===== config.mk =====
export PLATFORM = sky130hd
export DESIGN_NAME = btn_bank
export DESIGN_NICKNAME = d
export VERILOG_FILES = /design/src/rtl/btn_pkg.sv /design/src/rtl/btn_debounce.sv /design/src/rtl/btn_bank.sv
export SDC_FILE = /design/constraint.sdc
export NUM_CORES = 1
export LEC_CHECK = 0
export CORE_AREA = 2 2 79 81
export CTS_CLUSTER_SIZE = 40
export DETAILED_ROUTE_END_ITERATION = 12
export DIE_AREA = 0 0 81 83
export GPL_ROUTABILITY_DRIVEN = 0
export GPL_TIMING_DRIVEN = 0
export SYNTH_ARGS = -nofsm -noshare
export SYNTH_HDL_FRONTEND = slang
export SYNTH_SLANG_ARGS = --single-unit

===== constraint.sdc =====
create_clock -name clk -period 1.9 [get_ports clk]
set_clock_uncertainty 0.15 [all_clocks]
set_input_delay 0.38 -clock clk [delete_from_list [all_inputs] [get_ports clk]]
set_output_delay 0.38 -clock clk [all_outputs]
set_load 0.005 [all_outputs]

===== src/rtl/btn_pkg.sv =====
// Shared constants and helpers for the button bank.
//
// Register offsets are relative to NUM_BTN: addresses 0..NUM_BTN-1 are the
// per-channel clear-on-read pending bits, followed by the level vector, the
// pending vector and the irq mask.
package btn_pkg;

    localparam int unsigned LEVEL_OFS = 0;
    localparam int unsigned PEND_OFS  = 1;
    localparam int unsigned MASK_OFS  = 2;

    // Width of a debounce counter that must hold values 0..cycles-1.
    function automatic int unsigned cnt_width(input int unsigned cycles);
        return (cycles < 2) ? 1 : $clog2(cycles);
    endfunction

endpackage


===== src/rtl/btn_debounce.sv =====
// One button channel: 2-flop synchroniser, polarity fix-up and debounce counter.
//
// Ports:
//   clk    - rising-edge clock
//   reset  - synchronous active-high reset
//   pin    - raw asynchronous button pin
//   level  - debounced level, 1 = pressed
module btn_debounce
    import btn_pkg::*;
#(
    parameter int unsigned DEBOUNCE_CYCLES = 16,
    parameter bit          ACTIVE_LOW      = 1'b1
) (
    input  logic clk,
    input  logic reset,
    input  logic pin,
    output logic level
);

    localparam int unsigned      CW       = cnt_width(DEBOUNCE_CYCLES);
    localparam logic [CW-1:0]    CNT_LAST = CW'(DEBOUNCE_CYCLES - 1);
    // Raw pin value of a released button; the synchroniser resets to it so
    // that reset release never looks like an edge.
    localparam logic [1:0]       SYNC_RELEASED = {2{ACTIVE_LOW}};

    logic [1:0]    sync_q, sync_d;
    logic          level_q, level_d;
    logic [CW-1:0] cnt_q, cnt_d;
    logic          pressed;

    assign pressed = sync_q[1] ^ ACTIVE_LOW;

    always_comb begin
        sync_d  = {sync_q[0], pin};
        level_d = level_q;
        cnt_d   = cnt_q;
        if (pressed == level_q) begin
            cnt_d = '0;
        end else if (cnt_q == CNT_LAST) begin
            // DEBOUNCE_CYCLES consecutive disagreeing samples: accept the new level.
            level_d = pressed;
            cnt_d   = '0;
        end else begin
            cnt_d = cnt_q + 1'b1;
        end
    end

    always_ff @(posedge clk) begin
        if (reset) begin
            sync_q  <= SYNC_RELEASED;
            level_q <= 1'b0;
            cnt_q   <= '0;
        end else begin
            sync_q  <= sync_d;
            level_q <= level_d;
            cnt_q   <= cnt_d;
        end
    end

    assign level = level_q;

endmodule


===== src/rtl/btn_bank.sv =====
// Bank of debounced push buttons with sticky press flags and a small register map.
//
// Optional feature: define BTN_IRQ_EN to add the irq mask register, W1C
// clearing of the pending vector and the interrupt output. Without it writes
// are ignored, the mask reads as 0 and irq is tied low.
//
// Ports:
//   clk, reset    - rising-edge clock, synchronous active-high reset
//   btn           - raw button pins, one per channel
//   read_enable   - read strobe; data_out is valid the following cycle
//   write_enable  - write strobe
//   address       - register address
//   data_in       - write data
//   data_out      - registered read data (0 when no read was issued)
//   irq           - registered interrupt request
module btn_bank
    import btn_pkg::*;
#(
    parameter int unsigned ADDR_WIDTH      = 8,
    parameter int unsigned NUM_BTN         = 4,
    parameter int unsigned DEBOUNCE_CYCLES = 16,
    parameter bit          ACTIVE_LOW      = 1'b1
) (
    input  logic                  clk,
    input  logic                  reset,
    input  logic [NUM_BTN-1:0]    btn,
    input  logic                  read_enable,
    input  logic                  write_enable,
    input  logic [ADDR_WIDTH-1:0] address,
    input  logic [31:0]           data_in,
    output logic [31:0]           data_out,
    output logic                  irq
);

    localparam int unsigned ADDR_LEVEL = NUM_BTN + LEVEL_OFS;
    localparam int unsigned ADDR_PEND  = NUM_BTN + PEND_OFS;
    localparam int unsigned ADDR_MASK  = NUM_BTN + MASK_OFS;

    logic [NUM_BTN-1:0] level;
    logic [NUM_BTN-1:0] level_prev_q, level_prev_d;
    logic [NUM_BTN-1:0] pend_q, pend_d;
    logic [NUM_BTN-1:0] rise, cor_clr, w1c_clr;
    logic [31:0]        addr_ext, rdata;
    logic [31:0]        data_out_q, data_out_d;
    logic               unused_bits;

    for (genvar g = 0; g < NUM_BTN; g++) begin : g_ch
        btn_debounce #(
            .DEBOUNCE_CYCLES (DEBOUNCE_CYCLES),
            .ACTIVE_LOW      (ACTIVE_LOW)
        ) u_deb (
            .clk   (clk),
            .reset (reset),
            .pin   (btn[g]),
            .level (level[g])
        );
    end

    assign addr_ext = 32'(address);

`ifdef BTN_IRQ_EN
    logic [NUM_BTN-1:0] mask_q, mask_d;
    logic               irq_q, irq_d;

    always_comb begin
        mask_d  = mask_q;
        w1c_clr = '0;
        if (write_enable && (addr_ext == ADDR_MASK)) begin
            mask_d = data_in[NUM_BTN-1:0];
        end
        if (write_enable && (addr_ext == ADDR_PEND)) begin
            w1c_clr = data_in[NUM_BTN-1:0];
        end
        irq_d = |(pend_q & mask_q);
    end

    always_ff @(posedge clk) begin
        if (reset) begin
            mask_q <= '0;
            irq_q  <= 1'b0;
        end else begin
            mask_q <= mask_d;
            irq_q  <= irq_d;
        end
    end

    assign irq         = irq_q;
    assign unused_bits = ^data_in[31:NUM_BTN];
`else
    assign w1c_clr     = '0;
    assign irq         = 1'b0;
    assign unused_bits = ^{write_enable, data_in};
`endif

    // Read decode; reads always see the pending state from before this edge.
    always_comb begin
        rdata   = '0;
        cor_clr = '0;
        for (int i = 0; i < NUM_BTN; i++) begin
            if (addr_ext == 32'(i)) begin
                rdata      = {31'b0, pend_q[i]};
                cor_clr[i] = read_enable;
            end
        end
        if (addr_ext == ADDR_LEVEL) begin
            rdata = 32'(level);
        end
        if (addr_ext == ADDR_PEND) begin
            rdata = 32'(pend_q);
        end
`ifdef BTN_IRQ_EN
        if (addr_ext == ADDR_MASK) begin
            rdata = 32'(mask_q);
        end
`endif
    end

    always_comb begin
        level_prev_d = level;
        rise         = level & ~level_prev_q;
        // A press arriving on the same edge as a clear wins, so it is not lost.
        pend_d       = (pend_q & ~(cor_clr | w1c_clr)) | rise;
        data_out_d   = read_enable ? rdata : 32'b0;
    end

    always_ff @(posedge clk) begin
        if (reset) begin
            level_prev_q <= '0;
            pend_q       <= '0;
            data_out_q   <= '0;
        end else begin
            level_prev_q <= level_prev_d;
            pend_q       <= pend_d;
            data_out_q   <= data_out_d;
        end
    end

    assign data_out = data_out_q;

endmodule


==> After elaboration in Yosys (flattened, before gate mapping) <==
Cells that the tools add are included.
{ "totals": {"register_bits": 68, "output_inout_bits": 33, "elab_cells": 68} }
{ "op_classes": {"n_addsub": 4, "eq_ne": 13, "n_mux": 10, "n_bitwise": 14, "reduce_logical": 11} }
{ "op_table": {"columns": ["cell", "n"], "rows": [
  ["$logic_not 32->1", 1],
  ["$mux 4", 5],
  ["$add 4x1->4 const B", 4],
  ["$eq 4x4->1 const B", 4],
  ["$eq 8x2->1 const B", 2],
  ["$eq 8x3->1 const B", 2],
  ["$reduce_or 3->1", 4],
  ["$not 1->1", 9],
  ["$and 4x4->4", 2],
  ["$eq 8x1->1 const B", 1],
  ["$not 4->4", 2],
  ["$reduce_and 2->1", 4],
  ["$reduce_or 7->1", 1],
  ["$mux 1", 5],
  ["$eq 1x1->1", 4],
  ["$or 4x4->4", 1],
  ["$reduce_or 2->1", 1]
]} }

==> Logic depth before layout (Yosys ltp) <==
{ "depth": {"ltp_word": 7, "ltp_mapped": 4, "ltp_nobuf": 4} }

==> Hierarchy <==
Synthesis repeated with hierarchy kept, for this count alone.
{ "unflattened": {"cells_unflattened": 172, "area_unflattened_um2": 1732.9} }
{ "modules_own_cells": {"columns": ["module", "instances", "cells_per_inst", "area_per_inst_um2"], "rows": [
  ["btn_debounce", 4, 23, 249.0],
  ["btn_bank", 1, 80, 737.0]
]} }

==> Least setup slack after synthesis <==
No wires, ideal clock.
{ "synth_path": {"path_type": "input to register", "from": "in address[7]", "to": "reg data_out_q[1] (netlist: data_out[1])", "setup_time_ps": 66, "arrival_time_ps": 1512, "path_slack_ps": 171, "stages": 3, "path_buffers": 0, "cell_sequence": "or4b_4 -> or4_4 -> a21oi_2"} }
{ "synth_between": {"elab_chain_cells": 5, "word_cells_on_any_way": 8} }
{ "synth_lines": {"columns": ["element", "line", "rtl"], "rows": [
  ["from (decl)", "btn_bank.sv:29", "input logic [ADDR_WIDTH-1:0] address,"],
  ["$eq 8x2->1", "btn_bank.sv:100", "if (addr_ext == 32'(i)) begin"],
  ["$mux 4 (2 in series)", "btn_bank.sv:100", null],
  ["$mux 4", "btn_bank.sv:105", "if (addr_ext == ADDR_LEVEL) begin"],
  ["$mux 4 *", "btn_bank.sv:108", "if (addr_ext == ADDR_PEND) begin"],
  ["to (signal assigned)", "btn_bank.sv:134", "data_out_q <= data_out_d;"],
  ["to (decl)", "btn_bank.sv:44", "logic [31:0] data_out_q, data_out_d;"]
]} }
Every way passes the cells marked *; elsewhere a longest branch is shown, timed or not.
A chain may end at the register's enable or synchronous reset.

==> Worst setup path in the final report <==
Ends and elaborated chain as after synthesis.

==> results.py <==
metrics = {
    "outcome": {
        "status": "finished, final reports clean",
    },
    "worst_setup_path": {
        "critPathCaptureType": "flip-flop",
        "criticalPathCategory": "in -> reg",
        "crit_chain": "clkdlybuf4s50_1 -> or4b_4 -> or4_4 -> a21oi_2",
        "cp_top_family": "simple AND/OR/NAND/NOR gates",
        "crit_buf_inv": 1,
        "crit_fanout": 3,
        "slowest_delay_ps": 550,
        "cpMaxStageDelayCell": "or4b_4",
        "cp-start-kind": "input pin",
        "required_ps": 1980,
        "cp.arrival_ps": 1900,
    },
    "sta": {
        "rsz0062_at_grt": "false",
        "final_max_slew_viol_count": 0,
        "fmax_ghz": 0.547,
        "setup_viol": 0,
        "hold_viol": 0,
        "period_needed_ps": 1830,
        "whs_ps": 261,
        "fin_crit_sh": 0.962,
    },
    "worst_hold_path": {
        "hold_class": "reg -> reg",
    },
    "die": {
        "die_w_um": 81,
        "io_pins": 81,
        "coreArea_um2": 5820,
        "die_h_um": 83,
        "fp-row-count": 28,
        "initial_core_util": 0.292,
        "dieArea_um2": 6720,
    },
    "drt": {
        "routed-via-count": 1157,
        "routed_wl_um": 2570,
        "vias_per_cell": 3.77,
        "dr.pass1.iters": 4,
        "antenna_left": 0,
        "wire_per_inst_um": 8.36,
        "drt_iter0_drc": 24,
        "drc_errors": 0,
    },
    "logic_synthesis": {
        "avgSynthCellArea_um2": 9.55,
        "synth.distinct_cells": 28,
        "yosysSeqAreaShare": 0.471,
        "syn_area_um2": 1700,
        "synth-seq-cells": 40,
        "ys_warn_count": 0,
        "synth_area_leaders": "dfxtp_1 47%, buf_4 13%, nor2_1 6.0%, xor2_1 4.1%, nor2b_1 4.1%",
        "yosysTopAreaCellShare": 0.471,
        "synth_area_leader_cell": "dfxtp_1",
        "synthesis.instances": 178,
    },
    "clock_network": {
        "numClockSinks": 40,
        "cts_buffers": 5,
        "htreeDepth": 2,
        "insertion_delay_ps": 280,
        "postCtsHoldBufs": 0,
        "cts_buffer_depth": 2,
        "cts_tree": "yes",
        "clk_pin_slew_ps": 80,
        "postCtsSetupBuffers": 0,
        "root_buffer": "clkbuf_8",
    },
    "placement": {
        "dp_hpwl_um": 1910,
        "portBuffers": 18,
        "place_area_um2": 2080,
    },
    "global_route": {
        "grt_max_degree": 14,
        "antenna_found_initial": 0,
        "grt_usage": 0.0790,
        "grt_pass1_wl_um": 4170,
        "overflow": 0,
        "grt_pass1_vias": 1007,
    },
    "power_and_ir_drop": {
        "powerDensity_nw_per_um2": 752,
        "p_leak_nw": 0.949,
        "vdd_drop_max_mv": 0.336,
    },
    "cells_and_area": {
        "layout_commonest_cell": "dfxtp_1",
        "n_antenna_cell": 0,
        "area_delta_synth_final_pct": 29.4,
        "final_cell_area_um2": 2200,
        "layout-drive-gt1-share": 0.224,
        "nets": 283,
        "most-common-layout-cells": "40 x dfxtp_1, 29 x buf_4, 29 x conb_1, 27 x nor2_1, 15 x clkdlybuf4s50_1",
    },
    "run": {
        "maxCapViolCount": 0,
    },
}
[metal layers]
| layer | vias to the layer above | part of all wire | routed length [um] | global-route usage |
|---|---|---|---|---|
| met2 | 39 | 0.42 | 1070 | 0.116 |
| met4 | 0 | 0.015 | 38 | 0.0370 |
| li1 | 628 | - | - | - |
| met3 | 5 | 0.11 | 275 | 0.0380 |
| met1 | 485 | 0.46 | 1180 | 0.0956 |
| met5 | - | 0 | 0 | 0 |
[kinds of logic after synthesis]
family          synth area share
fa+ha+maj                 0.0295
simple gates               0.225
flops                      0.471
xor+xnor                  0.0619
mux                       0.0118
other cells              0.00221
compound gates            0.0552
buf+inv                    0.144
[timing repair]
action	4_1_cts	5_1_grt
gates resized for setup	2	2
endpoints found under the setup margin	8	2
pin swaps	0	1
[worst reg2reg max path, stage by stage, from the launching register on]
cell and delay, ps:
dfxtp_1 330, ha_1 220, and3_1 210, or3_1 420
nor2_1 120
[final timing paths]
kind	startpoint	endpoint	slack, ps	depth (start not counted)
min	g_ch[3].u_deb.sync_q[0]	g_ch[3].u_deb.sync_q[1]	260	1
min reg2reg	g_ch[3].u_deb.sync_q[0]	g_ch[3].u_deb.sync_q[1]	260	1
max reg2reg	g_ch[0].u_deb.cnt_q[0]	g_ch[0].u_deb.cnt_q[2]	400	4
max	address[7]	data_out[1]	70	4
[stage by stage]
stage	util	total power, W	instances	TNS, ps	worst slack (ps)
6_report	0.378	0.00165	307	0	72.9
2_1_floorplan	-	0.000958	206	0	171
3_5_place_dp	0.357	0.000999	299	-3010	-400
5_1_grt	0.378	0.00173	307	0	52.1
3_3_place_gp	0.357	0.000998	299	-3070	-428
4_1_cts	0.377	0.00168	307	0	9.87
[sequential cells by signal, indices dropped and copies added, names as in the netlist]
name               count
pend_q                 4
g_ch.u_deb.level       4
g_ch.u_deb.sync_q      8
level_prev_q           4
g_ch.u_deb.cnt_q      16
data_out               4
[synth_stat cells]
master	n
nor2_2	1
nor2_1	27
and3_1	4
buf_4	29
nor2b_1	11
nor3_1	1
or3_1	4
a211oi_1	4
xor2_1	8
or4b_4	1
a21oi_2	2
o21ai_0	1
and4_1	1
nand2_1	2
a311oi_1	4
xnor2_1	4
ha_1	4
mux2i_1	2
inv_1	4
nand3_1	5
nand2b_1	4
clkbuf_1	3
or4_4	1
a31oi_1	1
or3b_2	1
conb_1	1
or2_2	8
dfxtp_1	40
[area by class of cell]
cell class	count	area [um2]
inverters	4	15.0
fillers	607	3620
repair buffers	18	184
clock buffers	5	68.8
flip-flops and latches	40	801
multi-input cells	130	764
plain buffers	32	229
clock inverters	3	42.5
well taps	75	93.8
[power breakdown]
part | leakage [nW] | total (W) | switching, W | internal (W)
clock | 0.0541 | 0.000674 | 0.000286 | 0.000388
combinational | 0.571 | 0.000127 | 0.0000490 | 0.0000782
sequential | 0.324 | 0.000853 | 0.00000475 | 0.000848
(Power assumes the default switching activity.)
